===== config.mk =====
export PLATFORM = sky130hd
export DESIGN_NAME = shared_reg_arbiter
export DESIGN_NICKNAME = d
export VERILOG_FILES = /design/src/rtl/shared_reg_arbiter.sv
export SDC_FILE = /design/constraint.sdc
export NUM_CORES = 1
export LEC_CHECK = 0
export CORE_ASPECT_RATIO = 0.7
export CORE_MARGIN = 8
export CORE_UTILIZATION = 42
export DETAILED_ROUTE_END_ITERATION = 12
export PLACE_DENSITY = 0.83
export SYNTH_ARGS = -nofsm -noshare
export SYNTH_HDL_FRONTEND = slang
export SYNTH_SLANG_ARGS = --single-unit
export TNS_END_PERCENT = 30

===== constraint.sdc =====
create_clock -name Clk -period 4.3 [get_ports Clk]
set_input_delay 0.86 -clock Clk [delete_from_list [all_inputs] [get_ports Clk]]
set_output_delay 0.86 -clock Clk [all_outputs]
set_load 0.1 [all_outputs]

===== src/rtl/shared_reg_arbiter.sv =====
// rtl/shared_reg_arbiter.sv - round-robin write arbiter for one shared register
module shared_reg_arbiter #(
  parameter int N        = 4,
  parameter int W        = 8,
  parameter int MAX_HOLD = 4
) (
  input  logic                   Clk,
  input  logic                   rst,
  input  logic [N-1:0]           req,
  input  logic [N-1:0]           wr_en,
  input  logic [N*W-1:0]         wr_data,
  output logic [N-1:0]           gnt,
  output logic [$clog2(N)-1:0]   owner,
  output logic [W-1:0]           q,
  output logic                   q_valid
);

  localparam int PW = $clog2(N);
  // hold_cnt must be at least one bit wide even when MAX_HOLD is 1
  localparam int HW = (MAX_HOLD > 1) ? $clog2(MAX_HOLD) : 1;
  localparam logic [HW-1:0] HOLD_LAST = HW'(MAX_HOLD - 1);
  localparam logic [PW-1:0] LAST_IDX  = PW'(N - 1);

  typedef enum logic [0:0] {
    IDLE = 1'b0,
    OWN  = 1'b1
  } state_t;

  state_t          state;
  logic [PW-1:0]   ptr;
  logic [HW-1:0]   hold_cnt;

  logic            found;
  logic [PW-1:0]   win;
  logic [PW-1:0]   win_next;
  logic [N-1:0]    win_onehot;
  logic            own_req;
  logic            own_wr;
  logic [W-1:0]    own_data;
  logic            release_now;

  // Round-robin search starting at ptr. Because ptr sits one past the
  // current owner, the owner itself is visited last during re-arbitration.
  always_comb begin
    int idx;
    found = 1'b0;
    win   = '0;
    idx   = 0;
    for (int k = 0; k < N; k++) begin
      idx = int'(ptr) + k;
      if (idx >= N) begin
        idx = idx - N;
      end
      if (!found && req[idx]) begin
        found = 1'b1;
        win   = PW'(idx);
      end
    end
  end

  // Pointer advance and grant vector for the search winner
  always_comb begin
    win_next   = (win == LAST_IDX) ? '0 : win + 1'b1;
    win_onehot = '0;
    win_onehot[win] = 1'b1;
  end

  // Owner-side view of the request, strobe and data buses
  always_comb begin
    own_req     = req[owner];
    own_wr      = wr_en[owner];
    own_data    = wr_data[int'(owner)*W +: W];
    release_now = !own_req || (hold_cnt == HOLD_LAST);
  end

  // Arbitration FSM with registered grant/owner and the shared register
  always_ff @(posedge Clk) begin
    if (!rst) begin
      state    <= IDLE;
      gnt      <= '0;
      owner    <= '0;
      q        <= '0;
      q_valid  <= 1'b0;
      ptr      <= '0;
      hold_cnt <= '0;
    end else begin
      case (state)
        IDLE: begin
          if (found) begin
            state    <= OWN;
            gnt      <= win_onehot;
            owner    <= win;
            ptr      <= win_next;
            hold_cnt <= '0;
          end
        end
        OWN: begin
          // the owner may write in every granted cycle, including the last
          if (own_wr) begin
            q       <= own_data;
            q_valid <= 1'b1;
          end
          if (release_now) begin
            if (found) begin
              gnt      <= win_onehot;
              owner    <= win;
              ptr      <= win_next;
              hold_cnt <= '0;
            end else begin
              state <= IDLE;
              gnt   <= '0;
            end
          end else begin
            hold_cnt <= hold_cnt + 1'b1;
          end
        end
        default: begin
          state <= IDLE;
          gnt   <= '0;
        end
      endcase
    end
  end

endmodule


Word-level counts from Yosys, hierarchy flattened
Cells that the tools add are included.
{"block": "word_totals", "regBits": 20, "latch_bits": 0, "ram_bits": 0, "romBits": 0, "inputBits": 42, "out_inout_bits": 15, "word_cells": 91, "n_memories": 0}
{"block": "op_classes", "add_sub_neg": 9, "multipliers": 0, "div": 0, "magnitude_cmp": 11, "eq_ne": 4, "n_shift": 1, "mux": 47, "bitwise": 1, "reduce_logical": 11}
{"operator": "$lt A32 B4 Y1 const B", "count": 4}
{"operator": "$mux W32", "count": 4}
{"operator": "$shiftx A32 B6 Y8", "count": 1}
{"operator": "$mux W2", "count": 11}
{"operator": "$mux W1", "count": 17}
{"operator": "$bmux W1 S2", "count": 6}
{"operator": "$mux W4", "count": 3}
{"operator": "$pmux W2 S2", "count": 3}
{"operator": "$sub A3 B3 Y4 const B", "count": 3}
{"operator": "$ge A3 B3 Y1 const B", "count": 3}
{"operator": "$pmux W4 S2", "count": 1}
{"operator": "$add A2 B2 Y3 const B", "count": 2}
{"operator": "$lt A2 B3 Y1 const B", "count": 2}
{"operator": "$add A2 B1 Y2 const B", "count": 2}
{"operator": "$eq A2 B2 Y1 const B", "count": 2}
{"operator": "$logic_and A1 B1 Y1", "count": 4}
{"operator": "$logic_not A1 Y1", "count": 4}
{"operator": "$reduce_and A2 Y1", "count": 2}
{"operator": "$sub A2 B3 Y4 const B", "count": 1}
{"operator": "$add A2 B1 Y3 const B", "count": 1}
{"operator": "$ge A2 B3 Y1 const B", "count": 1}
{"operator": "$demux W1 S2", "count": 1}
{"operator": "$ge A2 B1 Y1 const B", "count": 1}
{"operator": "$ne A2 B1 Y1 const B", "count": 1}
{"operator": "other kinds (4)", "count": 4}

Longest topological paths before layout
{"block": "depth", "word_depth": 22, "depth_mapped": 7, "depth_no_buf": 7}

Worst setup path before layout
OpenSTA, ideal clock, no wires.
{"block": "synth_timing", "path_type": "register -> register", "startpoint": "register owner[0]", "endpoint": "register owner[1]", "setup_ns": 0.126, "arrival_ns": 2.098, "setup_slack_ns": 2.077, "path_stages_with_launch": 7, "cell_sequence": "dfxtp_1 > buf_4 > mux4_2 > a21o_1 > buf_6 > nand3_1 > o31ai_2"}
{"block": "synth_via", "elab_chain_len": 5}
{"element": "start, declared", "line": "13", "rtl": "output logic [$clog2(N)-1:0] owner,"}
{"element": "start signal, assigned", "line": "92", "rtl": "owner <= win;"}
{"element": "start signal, assigned", "line": "106", "rtl": "owner <= win;"}
{"element": "$bmux W1 S2", "line": "70", "rtl": "own_req = req[owner];"}
{"element": "$mux W1 (not written as such)", "line": "70"}
{"element": "$logic_not A1 Y1", "line": "73", "rtl": "release_now = !own_req || (hold_cnt == HOLD_LAST);"}
{"element": "$logic_or A1 B1 Y1", "line": "73"}
{"element": "$ne A2 B1 Y1 (no source line)"}
No other way between the ends. The select of a mux whose other input is x is not followed.
A chain may end at the register's enable or synchronous reset.

Worst setup path in the final report
{"block": "layout_timing", "startpoint": "register owner[0]", "endpoint": "output port owner[0]"}
No word-level cell between the ends.

==> results.sh <==
export IMPL_status="completed"
export IMPL_mappedNetlistNets=153
export IMPL_drv_slew=0
export IMPL_syn_mean_instance_area_um2=10.6
export IMPL_grt_first_pass_wirelength_um=5810
export IMPL_startpoint_type="flip-flop"
export IMPL_synth_top_area_cell="dfxtp_1"
export IMPL_maxCapViolCount=0
export IMPL_fin_nets=209
export IMPL_first_pass_iters=4
export IMPL_core_area_um2=2500
export IMPL_cp_max_fo=12
export IMPL_synth_simple_gate_area_share_pct=13.9
export IMPL_min_period_ns=3.15
export IMPL_first_global_vias=1158
export IMPL_die_w_um=77.8
export IMPL_cts_tree="yes"
export IMPL_power_density_nw_per_um2=383
export IMPL_min_path_type="flip-flop to flip-flop"
export IMPL_cp_slowest_cell="clkdlybuf4s50_1"
export IMPL_crit_buf_inv=1
export IMPL_synth_seq_area_share_pct=35.6
export IMPL_insertion_delay_ns=0.26
export IMPL_viasPerCell=5.29
export IMPL_numCtsBuffers=3
export IMPL_grt_usage_pct=16.2
export IMPL_antenna_found_initial=0
export IMPL_htreeDepth=1
export IMPL_pin_count=57
export IMPL_grt_max_degree=15
export IMPL_die_area_um2=4610
export IMPL_gp_congestion=0.887
export IMPL_rsz0062_at_grt="false"
export IMPL_post_route_period_util_pct=73.3
export IMPL_critPathTopFamily="buffers and inverters"
export IMPL_r2r_slack_ns=2.32
export IMPL_drc_errors=0
export IMPL_worst_ep_required_time_ns=3.44
export IMPL_cpPeakStageDelay_ns=1.27
export IMPL_hold_viol=0
export IMPL_fmax_mhz=317
export IMPL_synthCells=106
export IMPL_insertedDiodeCount=0
export IMPL_synth_top_family_by_area="multiplexers"
export IMPL_synth_warnings=0
export IMPL_synth_top_area_share_pct=35.6
export IMPL_vias=1032
export IMPL_ys_ff_latch=20
export IMPL_worst_pin_slew_ns=1.01
export IMPL_start_util_pct=45.0
export IMPL_clk_path_buf_depth=2
export IMPL_worst_setup_path_end_kind="output pin"
export IMPL_synth_compound_area_share_pct=11.5
export IMPL_wl_per_cell_um=18.4
export IMPL_dp_hpwl_um=3010
export IMPL_yosysUniqueCellTypes=28
export IMPL_crit_type="flip-flop to output pin"
export IMPL_peakVddDrop_mv=0.288
export IMPL_critical_path_cell_chain="clkdlybuf4s50_1"
export IMPL_drive_gt1_share_pct=12.4
export IMPL_placementRows=15
export IMPL_power_leakage_uw=0.000700
export IMPL_cts_root_buf="clkbuf_8"
export IMPL_portBuffers=56
export IMPL_setup_viol=0
export IMPL_synth_area_leaders="dfxtp_1 36%, mux4_2 20%, mux2i_1 8.9%"
export IMPL_fin_setup_tns_ns=0
export IMPL_drt_antenna_violating_nets=0
export IMPL_wl_um=3590
export IMPL_synth_xor_area_share_pct=0
export IMPL_synth_area_mux_share_pct=29.0
export IMPL_maxSlewHeadroom_pct=32.2
export IMPL_drt_iter0_drc=31
export IMPL_arrival_ns=2.29
export IMPL_die_h_um=59.3
export IMPL_area_growth_pct=55.8
export IMPL_synthAdderAreaFrac_pct=5.57
export IMPL_cts_resized=0
export IMPL_hold_buffers=0
export IMPL_synth_area_um2=1120
export IMPL_grt_overflow=0
export IMPL_clock_sinks=20
export IMPL_cts_setup_buffers=0
export IMPL_skew_ns=0.00482
export IMPL_clk_pin_slew_ns=0.07
export IMPL_total_power_uw=670
power by group:
group / switching, uW / total (uW) / internal, uW
registers: 24.8 / 231 / 206
logic: 180 / 296 / 116
clock network: 60.8 / 142 / 81.5
final cells by class:
type	count	area, um2
tap	34	42.5
fill	184	746
timing repair buffer	56	561
sequential	20	400
multi-input combinational	76	673
clock buffer	4	55.1
inverter	5	18.8
metrics by stage:
stage          cells  hold WS (ns)  area (um2)  setup slack (ns)  util, %
5_1_grt          195         0.502        1750              1.02     70.1
4_1_cts          195         0.484        1750              1.10     70.1
3_3_place_gp     191         0.449        1700              1.44     67.9
6_report         195         0.477        1750              1.15     70.1
2_1_floorplan    106         0.464        1120              2.08        -
3_5_place_dp     191         0.466        1700              1.39     67.9
cell usage in the layout, fill, tap and decap left out:
cell,count
o31ai_2,1
clkdlybuf4s50_1,56
nor2b_1,1
o21a_1,1
a22oi_1,1
a21oi_2,1
nand2_4,1
and2_4,1
nand2b_1,1
o41ai_2,1
nor2_1,14
or3_1,1
ha_1,5
a21oi_1,5
inv_1,5
mux2i_1,10
nand2_1,10
o31ai_1,1
nor4_2,1
mux4_2,10
o21ai_1,1
o22ai_1,5
clkbuf_8,4
a21o_1,1
dfxtp_1,20
nand3_1,3
state kept, by name, indices dropped and copies added (netlist names):
name,count
ptr,2
hold_cnt,2
q,8
gnt,4
q_valid,1
state,1
owner,2
synth_stat cells:
library cell	instances
nand2_1	10
o31ai_1	1
o31ai_2	1
o22ai_1	5
a21o_1	1
buf_6	1
o21a_1	1
a21oi_1	5
buf_4	1
nand2b_1	1
nand3_1	3
ha_1	5
nor2b_1	1
nor4_2	1
a22oi_1	1
mux2i_1	10
buf_2	1
o21ai_1	1
and2_4	1
a21oi_2	1
dfxtp_1	20
or3_1	1
nand2_4	1
nor2_1	14
o41ai_2	1
inv_1	5
mux4_2	10
clkbuf_1	2
worst paths after layout:
path / endpoint / cells after the start / from
hold reg to reg: gnt[3] / 2 / gnt[3]
setup reg to reg: q[7] / 4 / owner[0]
hold / removal: gnt[3] / 2 / gnt[3]
setup / recovery: owner[0] / 1 / owner[0]
worst reg2reg max path: stages (launching register included):
cell and delay, ns:
dfxtp_1 0.76, mux4_2 0.64, nand2_4 0.18, mux2i_1 0.21
nor2_1 0.06
cells by family after synthesis:
kind of cell,after synthesis
fa+ha+maj,5
compound gates,18
buf+inv,10
mux,20
simple gates,33
flops,20
layer usage:
metal / vias to the layer above / GRT usage (%) / routed length (um) / part of all wire [%]
li1: 495 / - / - / -
met1: 490 / 16.4 / 1260 / 35
met2: 31 / 29.2 / 1990 / 55
met3: 16 / 5.30 / 181 / 5.0
met4: 0 / 9.09 / 155 / 4.3
met5: - / 0 / 0 / 0
Power figures use the tool's default switching activity.
